## src/rtl/proc_pkg.sv

```systemverilog
// rtl/proc_pkg.sv - shared opcode, ALU op-class and sequencer state constants
//
// Purpose: constants shared between the multi-cycle sequencer and the
//          datapath decode logic, plus a helper that classifies a latched opcode.
// Ports:   none (package)
package proc_pkg;

    localparam logic [4:0] OP_AR   = 5'b00000;
    localparam logic [4:0] OP_T    = 5'b00001;
    localparam logic [4:0] OP_HALT = 5'b11111;

    localparam logic [3:0] ALUOP_ARITH = 4'b0010;
    localparam logic [3:0] ALUOP_PASS  = 4'b0000;

    localparam logic [2:0] ST_IDLE   = 3'd0;
    localparam logic [2:0] ST_FETCH  = 3'd1;
    localparam logic [2:0] ST_DECODE = 3'd2;
    localparam logic [2:0] ST_EXEC   = 3'd3;
    localparam logic [2:0] ST_WB     = 3'd4;
    localparam logic [2:0] ST_HALT   = 3'd5;
    localparam logic [2:0] ST_FAULT  = 3'd6;

    typedef enum logic [1:0] {
        INSTR_AR,
        INSTR_T,
        INSTR_HALT,
        INSTR_ILLEGAL
    } instr_class_e;

    function automatic instr_class_e classify_opcode(input logic [4:0] op);
        instr_class_e cls;
        case (op)
            OP_AR:   cls = INSTR_AR;
            OP_T:    cls = INSTR_T;
            OP_HALT: cls = INSTR_HALT;
            default: cls = INSTR_ILLEGAL;
        endcase
        return cls;
    endfunction

endpackage

```

## src/rtl/seq_timeout_counter.sv

```systemverilog
// rtl/seq_timeout_counter.sv - clearable up-counter with terminal flag for fetch timeout
//
// Purpose: counts cycles spent waiting for an instruction-memory ack.
// Ports:
//   CLK     in  clock, rising edge
//   RESET   in  synchronous active-high reset
//   clr     in  return count to zero (takes priority over inc)
//   inc     in  one more cycle waited without ack
//   expire  out this waiting cycle is the LIMIT-th one
module seq_timeout_counter #(
    parameter int LIMIT = 15,
    parameter int W     = 8
) (
    input  logic CLK,
    input  logic RESET,
    input  logic clr,
    input  logic inc,
    output logic expire
);

    localparam logic [W-1:0] LAST = W'(LIMIT - 1);

    logic [W-1:0] count;

    // count holds the number of earlier unanswered cycles, so the current
    // cycle is the LIMIT-th one when count equals LIMIT-1.
    assign expire = inc && (count == LAST);

    always_ff @(posedge CLK) begin
        if (RESET || clr) begin
            count <= '0;
        end else if (inc && !expire) begin
            count <= count + W'(1);
        end
    end

endmodule

```

## src/rtl/multicycle_sequencer.sv

```systemverilog
// rtl/multicycle_sequencer.sv - multi-cycle fetch/decode/execute/writeback control FSM
//
// Purpose: sequences instruction fetch over an ack handshake and drives the
//          PC, IR, ALU op class, register-file write and write-mux selects.
// Optional: define MULTICYCLE_SEQ_PERF_COUNTER_EN to add cycle_count and
//           retired_count performance counters.
// Ports:
//   CLK, RESET        clock (rising edge), synchronous active-high reset
//   run               level; start/continue execution
//   imem_ack, instr   instruction memory response; instr valid with ack
//   imem_req          fetch request, held until ack or timeout
//   ir_write          load IR (FETCH cycle with ack)
//   pc_write          advance PC (WB)
//   reg_write         register-file write enable (WB)
//   alu_op            op class to ALU control
//   sel_art_reg       write-register select: 0=instr[14:11], 1=instr[22:19]
//   sel_art_data      write-data select: 0=ALU result, 1=sext(instr[18:0])
//   busy              FSM in FETCH/DECODE/EXEC/WB
//   halted, fault     sticky status, cleared only by RESET
//   cycle_count       (optional) busy cycles
//   retired_count     (optional) WB cycles plus HALT entries
module multicycle_sequencer #(
    parameter int IMEM_TIMEOUT = 15,
    parameter int CNT_W        = 32
) (
    input  logic        CLK,
    input  logic        RESET,
    input  logic        run,
    input  logic        imem_ack,
    input  logic [31:0] instr,
    output logic        imem_req,
    output logic        ir_write,
    output logic        pc_write,
    output logic        reg_write,
    output logic [3:0]  alu_op,
    output logic        sel_art_reg,
    output logic        sel_art_data,
    output logic        busy,
    output logic        halted,
    output logic        fault
`ifdef MULTICYCLE_SEQ_PERF_COUNTER_EN
    ,
    output logic [CNT_W-1:0] cycle_count,
    output logic [CNT_W-1:0] retired_count
`endif
);

    import proc_pkg::*;

    if (IMEM_TIMEOUT < 1 || IMEM_TIMEOUT > 255 || CNT_W < 1) begin : g_bad_params
        $error("multicycle_sequencer: IMEM_TIMEOUT must be 1..255 and CNT_W >= 1");
    end

    logic [2:0] state_q;
    logic [2:0] state_d;
    logic [4:0] opcode_q;
    logic       fetch_wait;
    logic       fetch_expired;
    logic       fetch_done;
    logic       is_t_instr;

    // Only the opcode field is consumed here; operand fields go straight to the datapath.
    logic unused_instr_bits;
    assign unused_instr_bits = ^instr[26:0];

    assign fetch_done = (state_q == ST_FETCH) && imem_ack;
    assign fetch_wait = (state_q == ST_FETCH) && !imem_ack;
    assign is_t_instr = (classify_opcode(opcode_q) == INSTR_T);

    // Cleared outside FETCH so every fetch starts a fresh timeout window.
    seq_timeout_counter #(
        .LIMIT (IMEM_TIMEOUT),
        .W     (8)
    ) u_fetch_timeout (
        .CLK    (CLK),
        .RESET  (RESET),
        .clr    (!fetch_wait),
        .inc    (fetch_wait),
        .expire (fetch_expired)
    );

    always_comb begin
        state_d = state_q;
        case (state_q)
            ST_IDLE: begin
                if (run) state_d = ST_FETCH;
            end
            ST_FETCH: begin
                // Ack checked first: an ack in the terminal cycle still succeeds.
                if (imem_ack)           state_d = ST_DECODE;
                else if (fetch_expired) state_d = ST_FAULT;
            end
            ST_DECODE: begin
                case (classify_opcode(opcode_q))
                    INSTR_AR:   state_d = ST_EXEC;
                    INSTR_T:    state_d = ST_WB;
                    INSTR_HALT: state_d = ST_HALT;
                    default:    state_d = ST_FAULT;
                endcase
            end
            ST_EXEC:  state_d = ST_WB;
            ST_WB:    state_d = run ? ST_FETCH : ST_IDLE;
            ST_HALT:  state_d = ST_HALT;
            ST_FAULT: state_d = ST_FAULT;
            default:  state_d = ST_FAULT;
        endcase
    end

    always_ff @(posedge CLK) begin
        if (RESET) begin
            state_q  <= ST_IDLE;
            opcode_q <= 5'b00000;
        end else begin
            state_q <= state_d;
            if (fetch_done) opcode_q <= instr[31:27];
        end
    end

    always_comb begin
        imem_req     = 1'b0;
        ir_write     = 1'b0;
        pc_write     = 1'b0;
        reg_write    = 1'b0;
        alu_op       = ALUOP_PASS;
        sel_art_reg  = 1'b0;
        sel_art_data = 1'b0;
        case (state_q)
            ST_FETCH: begin
                imem_req = 1'b1;
                ir_write = imem_ack;
            end
            ST_EXEC: begin
                alu_op = ALUOP_ARITH;
            end
            ST_WB: begin
                pc_write  = 1'b1;
                reg_write = 1'b1;
                if (is_t_instr) begin
                    sel_art_reg  = 1'b1;
                    sel_art_data = 1'b1;
                    alu_op       = ALUOP_PASS;
                end else begin
                    alu_op = ALUOP_ARITH;
                end
            end
            default: begin
            end
        endcase
    end

    assign busy   = (state_q == ST_FETCH) || (state_q == ST_DECODE) ||
                    (state_q == ST_EXEC)  || (state_q == ST_WB);
    assign halted = (state_q == ST_HALT);
    assign fault  = (state_q == ST_FAULT);

`ifdef MULTICYCLE_SEQ_PERF_COUNTER_EN
    logic retire_event;
    assign retire_event = (state_q == ST_WB) ||
                          ((state_q == ST_DECODE) && (state_d == ST_HALT));

    always_ff @(posedge CLK) begin
        if (RESET) begin
            cycle_count   <= '0;
            retired_count <= '0;
        end else begin
            if (busy)         cycle_count   <= cycle_count + CNT_W'(1);
            if (retire_event) retired_count <= retired_count + CNT_W'(1);
        end
    end
`endif

endmodule
```

## config.mk

```make
export PLATFORM = sky130hd
export DESIGN_NAME = multicycle_sequencer
export DESIGN_NICKNAME = d
export VERILOG_FILES = /design/src/rtl/proc_pkg.sv /design/src/rtl/seq_timeout_counter.sv /design/src/rtl/multicycle_sequencer.sv
export SDC_FILE = /design/constraint.sdc
export NUM_CORES = 1
export LEC_CHECK = 0
export CORE_MARGIN = 4
export CORE_UTILIZATION = 35
export CTS_CLUSTER_SIZE = 20
export DETAILED_ROUTE_END_ITERATION = 8
export PLACE_DENSITY = 0.73
export SETUP_SLACK_MARGIN = 0.1
export SLEW_MARGIN = 30
export SYNTH_ARGS = -nofsm -noshare
export SYNTH_HDL_FRONTEND = slang
export SYNTH_SLANG_ARGS = --single-unit
```

## constraint.sdc

```tcl
create_clock -name CLK -period 2.1 [get_ports CLK]
set_input_delay 0.42 -clock CLK [delete_from_list [all_inputs] [get_ports CLK]]
set_output_delay 0.42 -clock CLK [all_outputs]
set_load 0.01 [all_outputs]
```

Word-level counts from Yosys, hierarchy flattened --
Cells that the tools add are included.
Word-level totals: register bits 16, input port bits 36, output and inout bits 13, logic and storage cells 48
Cells by class: add/subtract/negate cells 1, eq/ne operators 14, multiplexer cells 15, reductions and logical operators 15
Operators by type and width (number):
- 3-bit case mux with 6 select lines | 1
- 3-bit equality test, second input constant | 3
- 3-bit 2-to-1 mux | 3
- 3-bit case mux with 3 select lines | 1
- 8-bit by 1-bit adder with 8-bit output, second input constant | 1
- 8-bit by 4-bit equality test with 1-bit output, second input constant | 1
- 3-bit by 2-bit equality test with 1-bit output, second input constant | 2
- 1-bit 2-to-1 mux | 6
- 2-bit case mux with 3 select lines | 1
- 5-bit by 1-bit equality test with 1-bit output, second input constant | 1
- 5-bit equality test, second input constant | 1
- 5-bit zero test | 1
- 2-bit by 1-bit equality test with 1-bit output, second input constant | 2
- 1-bit logical AND | 4
- 1-bit logical OR | 4
- 2-bit 2-to-1 mux | 2
- 2-bit case mux with 2 select lines | 1
- 3-bit by 1-bit equality test with 1-bit output, second input constant | 1
- 1-bit zero test | 3
- 3-bit zero test | 1
- 3-bit by 2-bit inequality test with 1-bit output, second input constant | 1
- 2-bit equality test, second input constant | 1
- 2-bit zero test | 1
- 2-bit inequality test, second input constant | 1
- 2-bit AND reduction | 1

Depth between registers and ports, before layout --
Gate-level depths: netlist (run 1).
depth in word-level cells 6, depth in mapped cells 6, mapped depth without buffers 6

Hierarchy --
Synthesis (run 1) repeated with hierarchy kept, for this count alone.
Second synthesis, totals: cells, all modules 119, area, all modules 944.7 um^2
By module, submodules not included:
- multicycle_sequencer | times used 1, cells each 66, area each 505.5 um^2, seq. area each 160.2 um^2
- seq_timeout_counter | times used 1, cells each 53, area each 439.2 um^2, seq. area each 160.2 um^2

Worst setup path before layout (run 1) --
No wires, ideal clock.
path kind reg2out, start point reg state_q[2], end point out ir_write, data arrival time 1.209 ns, required time 1.680 ns, path slack 0.471 ns, stages on the path, launching flop included 5, cell sequence dfxtp_1 > buf_6 > nor3b_1 > and2_1 > buf_2
Between the ends: cells in the longest elaborated chain, start to end 2
RTL lines:
- from (decl) | RTL line multicycle_sequencer.sv:54 | logic [2:0] state_q;
- from (signal assigned) | RTL line multicycle_sequencer.sv:114 | state_q <= state_d;
- 3-bit by 1-bit equality test with 1-bit output | RTL line multicycle_sequencer.sv:127 | case (state_q)
- 1-bit 2-to-1 mux | RTL line multicycle_sequencer.sv:127
- to (decl) | RTL line multicycle_sequencer.sv:32 | output logic ir_write,
Every way passes these cells.

Worst setup path after layout (run 1) --
start point reg state_q[0], end point out reg_write
Between the ends: cells in the longest elaborated chain, start to end 2
RTL lines:
- 3-bit equality test | RTL line multicycle_sequencer.sv:127
- 1-bit 2-to-1 mux | RTL line multicycle_sequencer.sv:127
- to (decl) | RTL line multicycle_sequencer.sv:34 | output logic reg_write,
Every way passes these cells.

==> impl_metrics.toml, run 1 <==
[final_layout]
design.final.nets = 161
syn2layout_area_growth_pct = 29.4
stdcell_area_sq_mm = 0.00121
layout-drive-gt1-share_pct = 19.7
antennaDiodeCount = 0
layout_commonest_cell = "nor2_1"
final_cell_mix = "nor2_1 (16), clkdlybuf4s50_1 (11), dfxtp_1 (11)"

[global_route]
grt_util_met3_pct = 1.96
grt_pass1_wl_um = 2900
antenna_found_initial = 0
grt_use_total_pct = 10.8
grt_most_used_layer = "met2"
grt.met2_usage_pct = 17.0
grt_start_max_net_pins = 11
grt_util_met1_pct = 13.3
first_global_vias = 672
grt.overflow.total = 0

[sta]
final_worst_path_period_need_ns = 1.94
final-max-slew-violation-count = 0
timing_hold_violations_final = 0
post-route-period-util_pct = 92.2
setup_violating_endpoint_count_in_the_final_report = 0
setup_total_negative_slack_ns = 0
rsz0062_at_grt = "yes"
fmax_ghz = 0.516
clock_skew_ns = 0.00948

[place]
numPortBuffers = 18
gp_congestion = 0.834
instance_area_after_placement_sq_mm = 0.00111
place.detailed.hpwl_um = 1250

[floorplan]
starting_density_of_the_core_pct = 37.3
std_cell_rows = 18
num_io_pins = 49
die_y_um = 59.6
placeableCoreArea_sq_mm = 0.00250
floorplan.die_area_sq_mm = 0.00356
chipWidth_um = 59.6

[clocking]
tritoncts_clock_tree = "built"
cts_htree_levels = 1
tritoncts_num_sinks = 16
cts_hold_buffers = 0
max-clock-path-buffers = 2
cts_buffers = 3
cts.root.buffer_cell = "clkbuf_4"
clock_insertion_delay_worst_skew_ns = 0.28
cts.clk_slew.worst_paths_ns = 0.10

[setup_path]
crit_path_max_fanout = 6
crit_end_category = "output port"
critical_path_required_ns = 1.68
timing_worst_setup_path_type = "reg -> out"
reg2reg_from = "state_q[0]"
critical_path_launch_point = "state_q[0]"
crit_path_start_kind = "flop"
arrival_ns = 1.52

[synthesis]
synthesis.yosys.warnings = 0
seq_area_frac_synth_pct = 34.3
synth-seq-cells = 16
synthDistinctLibCells = 36
syn-instance-count = 102
syn-cell-area_sq_um = 933
post_synth.cell_area_avg_sq_um = 9.15

[min_path]
min_from = "opcode_q[3]"
hp-class = "reg -> reg"

[power_and_ir_drop]
vdd_drop_max_v = 0.000401
power_density_mw_per_mm2 = 647
p_leak_uw = 0.000524

[route]
drt.antenna.violating_nets = 0
drtIter0Drc = 4
drt_pass_1_iters = 4
detail_route.wl_per_cell_um = 11.4
post-route-drc-count = 0
totalWireLength_um = 1740
via_per_inst = 4.86
dr_total_vias = 738

[outcome]
outcome = "complete, no violations"

[run]
maxCapViolations = 0
==> metal layers <==
layer	vias up	share of wire, %
met5	-	0
met3	4	4.1
met1	335	45
met4	0	2.6
met2	15	48
li1	384	-
==> critical path: stages, from the launching register on <==
cell and delay [ns]:
dfxtp_4 0.38, nor2_4 0.13, and2_2 0.18, clkdlybuf4s50_1 0.53
==> Yosys cell counts <==
cell,n,area [sq um]
nand4_1,2,12.5
buf_2,1,5.00
a2111oi_4,1,27.5
nor3b_1,2,15.0
ha_1,2,25.0
conb_1,1,3.75
and4_1,1,8.76
dfxtp_1,16,320
xnor2_1,5,43.8
nor4_1,2,12.5
xor2_1,3,26.3
buf_4,5,37.5
a221oi_1,1,8.76
and2b_2,1,8.76
and3b_2,1,10.0
and2_2,1,7.51
o21ai_0,1,5.00
buf_1,1,3.75
a22o_1,1,8.76
nand2_1,5,18.8
nand2b_1,1,6.26
o31a_1,1,8.76
inv_1,3,11.3
nand2b_4,1,13.8
nand3_1,1,5.00
or4b_4,1,13.8
buf_6,3,33.8
a21oi_1,3,15.0
nor2_1,17,63.8
nor3_1,1,5.00
and2_1,2,12.5
nor2b_1,2,12.5
a211oi_1,3,22.5
nor4_4,1,21.3
mux2i_1,6,60.1
and3_1,3,18.8
==> metrics by stage <==
stage / hold WS [ns] / utilization [%] / std cells / power [uW] / worst slack (ns)
6_report: 0.518 / 48.3 / 152 / 782 / 0.163
5_1_grt: 0.548 / 48.3 / 152 / 831 / 0.0208
4_1_cts: 0.532 / 46.3 / 151 / 765 / 0.101
3_5_place_dp: 0.507 / 44.3 / 146 / 558 / 0.0166
3_3_place_gp: 0.491 / 44.3 / 146 / 552 / 0.0249
2_1_floorplan: 0.475 / - / 104 / 484 / 0.471
==> worst paths after layout <==
kind / endpoint / slack (ns) / depth (start not counted)
worst max-delay path: reg_write / 0.16 / 3
worst min register to register: opcode_q[3] / 0.52 / 2
worst min-delay path: opcode_q[3] / 0.52 / 2
worst max register to register: u_fetch_timeout.count[4] / 0.33 / 5
==> cells by family after synthesis <==
kind of cell	after synthesis	share of synthesized area, %
simple gates	45	28.6
flops	16	34.3
buf+inv	13	9.78
compound gates	11	10.3
xor+xnor	8	7.51
mux	6	6.43
fa+ha+maj	2	2.68
other cells	1	0.402
==> area by class of cell <==
| cell class | instances | area, sq um |
|---|---|---|
| Fill cell | 236 | 1290 |
| Tap cell | 30 | 37.5 |
| Timing Repair Buffer | 24 | 234 |
| Multi-Input combinational cell | 75 | 554 |
| Clock buffer | 4 | 36.3 |
| Inverter | 3 | 11.3 |
| Sequential cell | 16 | 334 |
==> state kept, by name (all words and copies together) (netlist names) <==
register and count:
u_fetch_timeout.count 8, state_q 3, opcode_q 5
==> power breakdown <==
part           internal [uW]  leakage (uW)  switching [uW]
Combinational            133      0.000370            90.4
Clock                    105     0.0000210            95.9
Sequential               325      0.000133            32.3
Total                    563      0.000524             219
==> timing repair <==
action	in CTS	in global routing
resized for setup	9	12
buffers inserted	1	1
pin swaps	1	0
setup endpoints to repair	9	8
(Power assumes the default switching activity.)
==> run 2: changes to the inputs <==
--- a/config.mk
+++ b/config.mk
@@ -9,9 +9,10 @@
 export CORE_UTILIZATION = 35
 export CTS_CLUSTER_SIZE = 20
 export DETAILED_ROUTE_END_ITERATION = 8
-export PLACE_DENSITY = 0.73
+export PLACE_DENSITY = 0.72
 export SETUP_SLACK_MARGIN = 0.1
 export SLEW_MARGIN = 30
 export SYNTH_ARGS = -nofsm -noshare
 export SYNTH_HDL_FRONTEND = slang
+export SYNTH_HIERARCHICAL = 1
 export SYNTH_SLANG_ARGS = --single-unit
==> run 2 against run 1 <==
Against the previous run: cell count up 16%; synthesized area grew 1.2%; design area increased by 7.9%; sequential share of layout area fell by 2.0 points; highest routed layer unchanged; wire length up 34%; clock power fell by 22%; hold slack lost 0.022 ns; clock skew fell by 0.0033 ns; critical path depth up 1; worst setup slack better by 0.011 ns; first-iteration DRC count rose to 9.3 times the previous value.
==> impl_metrics.toml, run 2 <==
[outcome]
outcome = "complete, no violations"

[clocking]
tritoncts_num_sinks = 16
cts_buffers = 3
cts.clk_slew.worst_paths_ns = 0.09
clock_insertion_delay_worst_skew_ns = 0.28
cts_htree_levels = 1
cts.root.buffer_cell = "clkbuf_4"
tritoncts_clock_tree = "built"
max-clock-path-buffers = 2

[setup_path]
critical_path_required_ns = 1.68
reg2reg_from = "state_q[1]"
timing_worst_setup_path_type = "reg -> out"
r2r-end = "state_q[0]"
internal_reg_to_reg_setup_slack_ns = 0.19
reg2reg_depth = 8
arrival_ns = 1.51
crit_end_category = "output port"
crit_path_start_kind = "flop"
crit_path_max_fanout = 7

[sta]
final_worst_path_period_need_ns = 1.93
timing_hold_violations_final = 0
setup_violating_endpoint_count_in_the_final_report = 0
clock_skew_ns = 0.00623
rsz0062_at_grt = "yes"
worst_slew_pin_slew_ns = 0.578
max-slew-margin-rel_pct = 60.4
fmax_ghz = 0.519
final-max-slew-violation-count = 0
post-route-period-util_pct = 91.7
hold-worst-slack_ns = 0.496

[synthesis]
synth-async-reset-ratio_pct = 0
synthesis.yosys.warnings = 6
seq_area_frac_synth_pct = 33.9
netlist_top_cells_count = "dfxtp_1 (16), nand2_1 (15), nor2_1 (10)"
syn-instance-count = 119
synth_area_leaders = "dfxtp_1 (34%), mux2i_1 (6.4%), nand2_1 (6.0%)"
synthDistinctLibCells = 37
synth_top_cell_by_area = "dfxtp_1"
post_synth.cell_area_avg_sq_um = 7.94
synth-seq-cells = 16
ys_dominant_reg_cell = "dfxtp_1"
syn-cell-area_sq_um = 945
synth.top_cell.area_share_pct = 33.9
synth_most_common_cell = "dfxtp_1"
synth_edf_count = 0

[final_layout]
layout_top_registers = "u_fetch_timeout/count x8, opcode_q x5, state_q x3"
layout_commonest_cell = "nand2_1"
final_cell_mix = "nand2_1 (15), buf_4 (14), clkdlybuf4s50_1 (11), dfxtp_1 (11)"
syn2layout_area_growth_pct = 37.9
final_standard_cell_count_with_taps_included_and_fillers_excluded = 177
design.final.nets = 187
largest_reg_flops = 8
fin_util_pct = 51.6
antennaDiodeCount = 0
regMostFlops = "u_fetch_timeout/count"
layout-drive-gt1-share_pct = 23.1

[power_and_ir_drop]
power_density_mw_per_mm2 = 583
vdd_drop_max_v = 0.000510
p_leak_uw = 0.000564

[floorplan]
std_cell_rows = 18
placeableCoreArea_sq_mm = 0.00252
die_y_um = 60.0
num_io_pins = 49
starting_density_of_the_core_pct = 37.5
chipWidth_um = 60.0
floorplan.die_area_sq_mm = 0.00359

[route]
totalWireLength_um = 2320
drt.antenna.violating_nets = 0
drtIter0Drc = 37
via_per_inst = 5.45
detail_route.wl_per_cell_um = 13.1
dr_total_vias = 964
drt_pass_1_iters = 4
post-route-drc-count = 0

[min_path]
worstHoldPathCells = 2
min_to = "u_fetch_timeout/count[7]"
min_from = "u_fetch_timeout/count[7]"
hp-class = "reg -> reg"

[place]
place.detailed.hpwl_um = 1660
placed_cells_incl_taps = 169
gp_congestion = 0.879
numPortBuffers = 18

[run]
maxCapViolations = 0

[global_route]
grt_use_total_pct = 13.5
grt.overflow.total = 0
grt_pass1_wl_um = 3660
antenna_found_initial = 0
first_global_vias = 896
grt_start_max_net_pins = 12
==> run 2: logic make-up (layout without fill, tap and decap cells) <==
kind of cell,count (synthesis),in the layout,synth area share (%)
adders and majority gates,2,2,2.65
buffers and inverters,15,41,8.21
other,1,3,0.397
DFF,16,16,33.9
AOI/OAI and AO/OA,27,27,18.7
muxes,6,6,6.36
xor gates and xnor gates,1,1,0.927
and+or+nand+nor,51,51,28.9
==> run 2: per-layer routing <==
metal | global-route usage [%] | vias to the layer above | routed length, um
met5 | 0 | - | 0
met4 | 8.54 | 0 | 24
met3 | 2.59 | 2 | 83
met2 | 23.6 | 21 | 1200
met1 | 14.6 | 457 | 1010
li1 | - | 484 | -
==> run 2: timing repair <==
action,CTS,global route
endpoints found under the setup margin,10,13
setup buffers,0,5
resized for setup,12,12
hold buffers,0,0
gates cloned,0,0
pin swaps,1,2
endpoints found under the hold margin,0,0
==> run 2: layout make-up <==
cell class              count  area [sq um]
well taps                  30          37.5
clock buffers               3          22.5
multi-input cells          90           586
fillers                   257          1220
repair buffers             33           304
inverters                   5          18.8
flip-flops and latches     16           334
==> run 2: worst max path at each step <==
stage                                     to  slack, ns        from  depth (start not counted)
floorplan           u_fetch_timeout/count[3]       0.21  state_q[2]                          8
global placement                  state_q[0]      -0.06    imem_ack                          7
detailed placement                state_q[0]      -0.09    imem_ack                          7
CTS                                reg_write       0.10  state_q[2]                          3
global route                        imem_req       0.08  state_q[1]                          4
finish                              imem_req       0.17  state_q[1]                          4
==> run 2: where the power goes <==
part           internal (uW)  leakage, uW  switching, uW
Sequential               321     0.000133           28.3
Clock                   66.5    0.0000138           90.8
Combinational            145     0.000418            107
==> run 2: per-stage QoR <==
stage	total power (uW)	worst slack, ns	TNS (ns)	cell area, sq um
3_5_place_dp	565	-0.0897	-0.159	1190
6_report	759	0.174	0	1300
5_1_grt	803	0.0790	0	1300
4_1_cts	728	0.104	0	1230
3_3_place_gp	559	-0.0602	-0.0784	1190
2_1_floorplan	474	0.215	0	952
==> run 2: worst max-delay path: stages (launching register included) <==
cell             delay (ns)
dfxtp_2                0.38
nor2_2                 0.16
nand2_1                0.10
inv_1                  0.06
clkdlybuf4s50_1        0.52
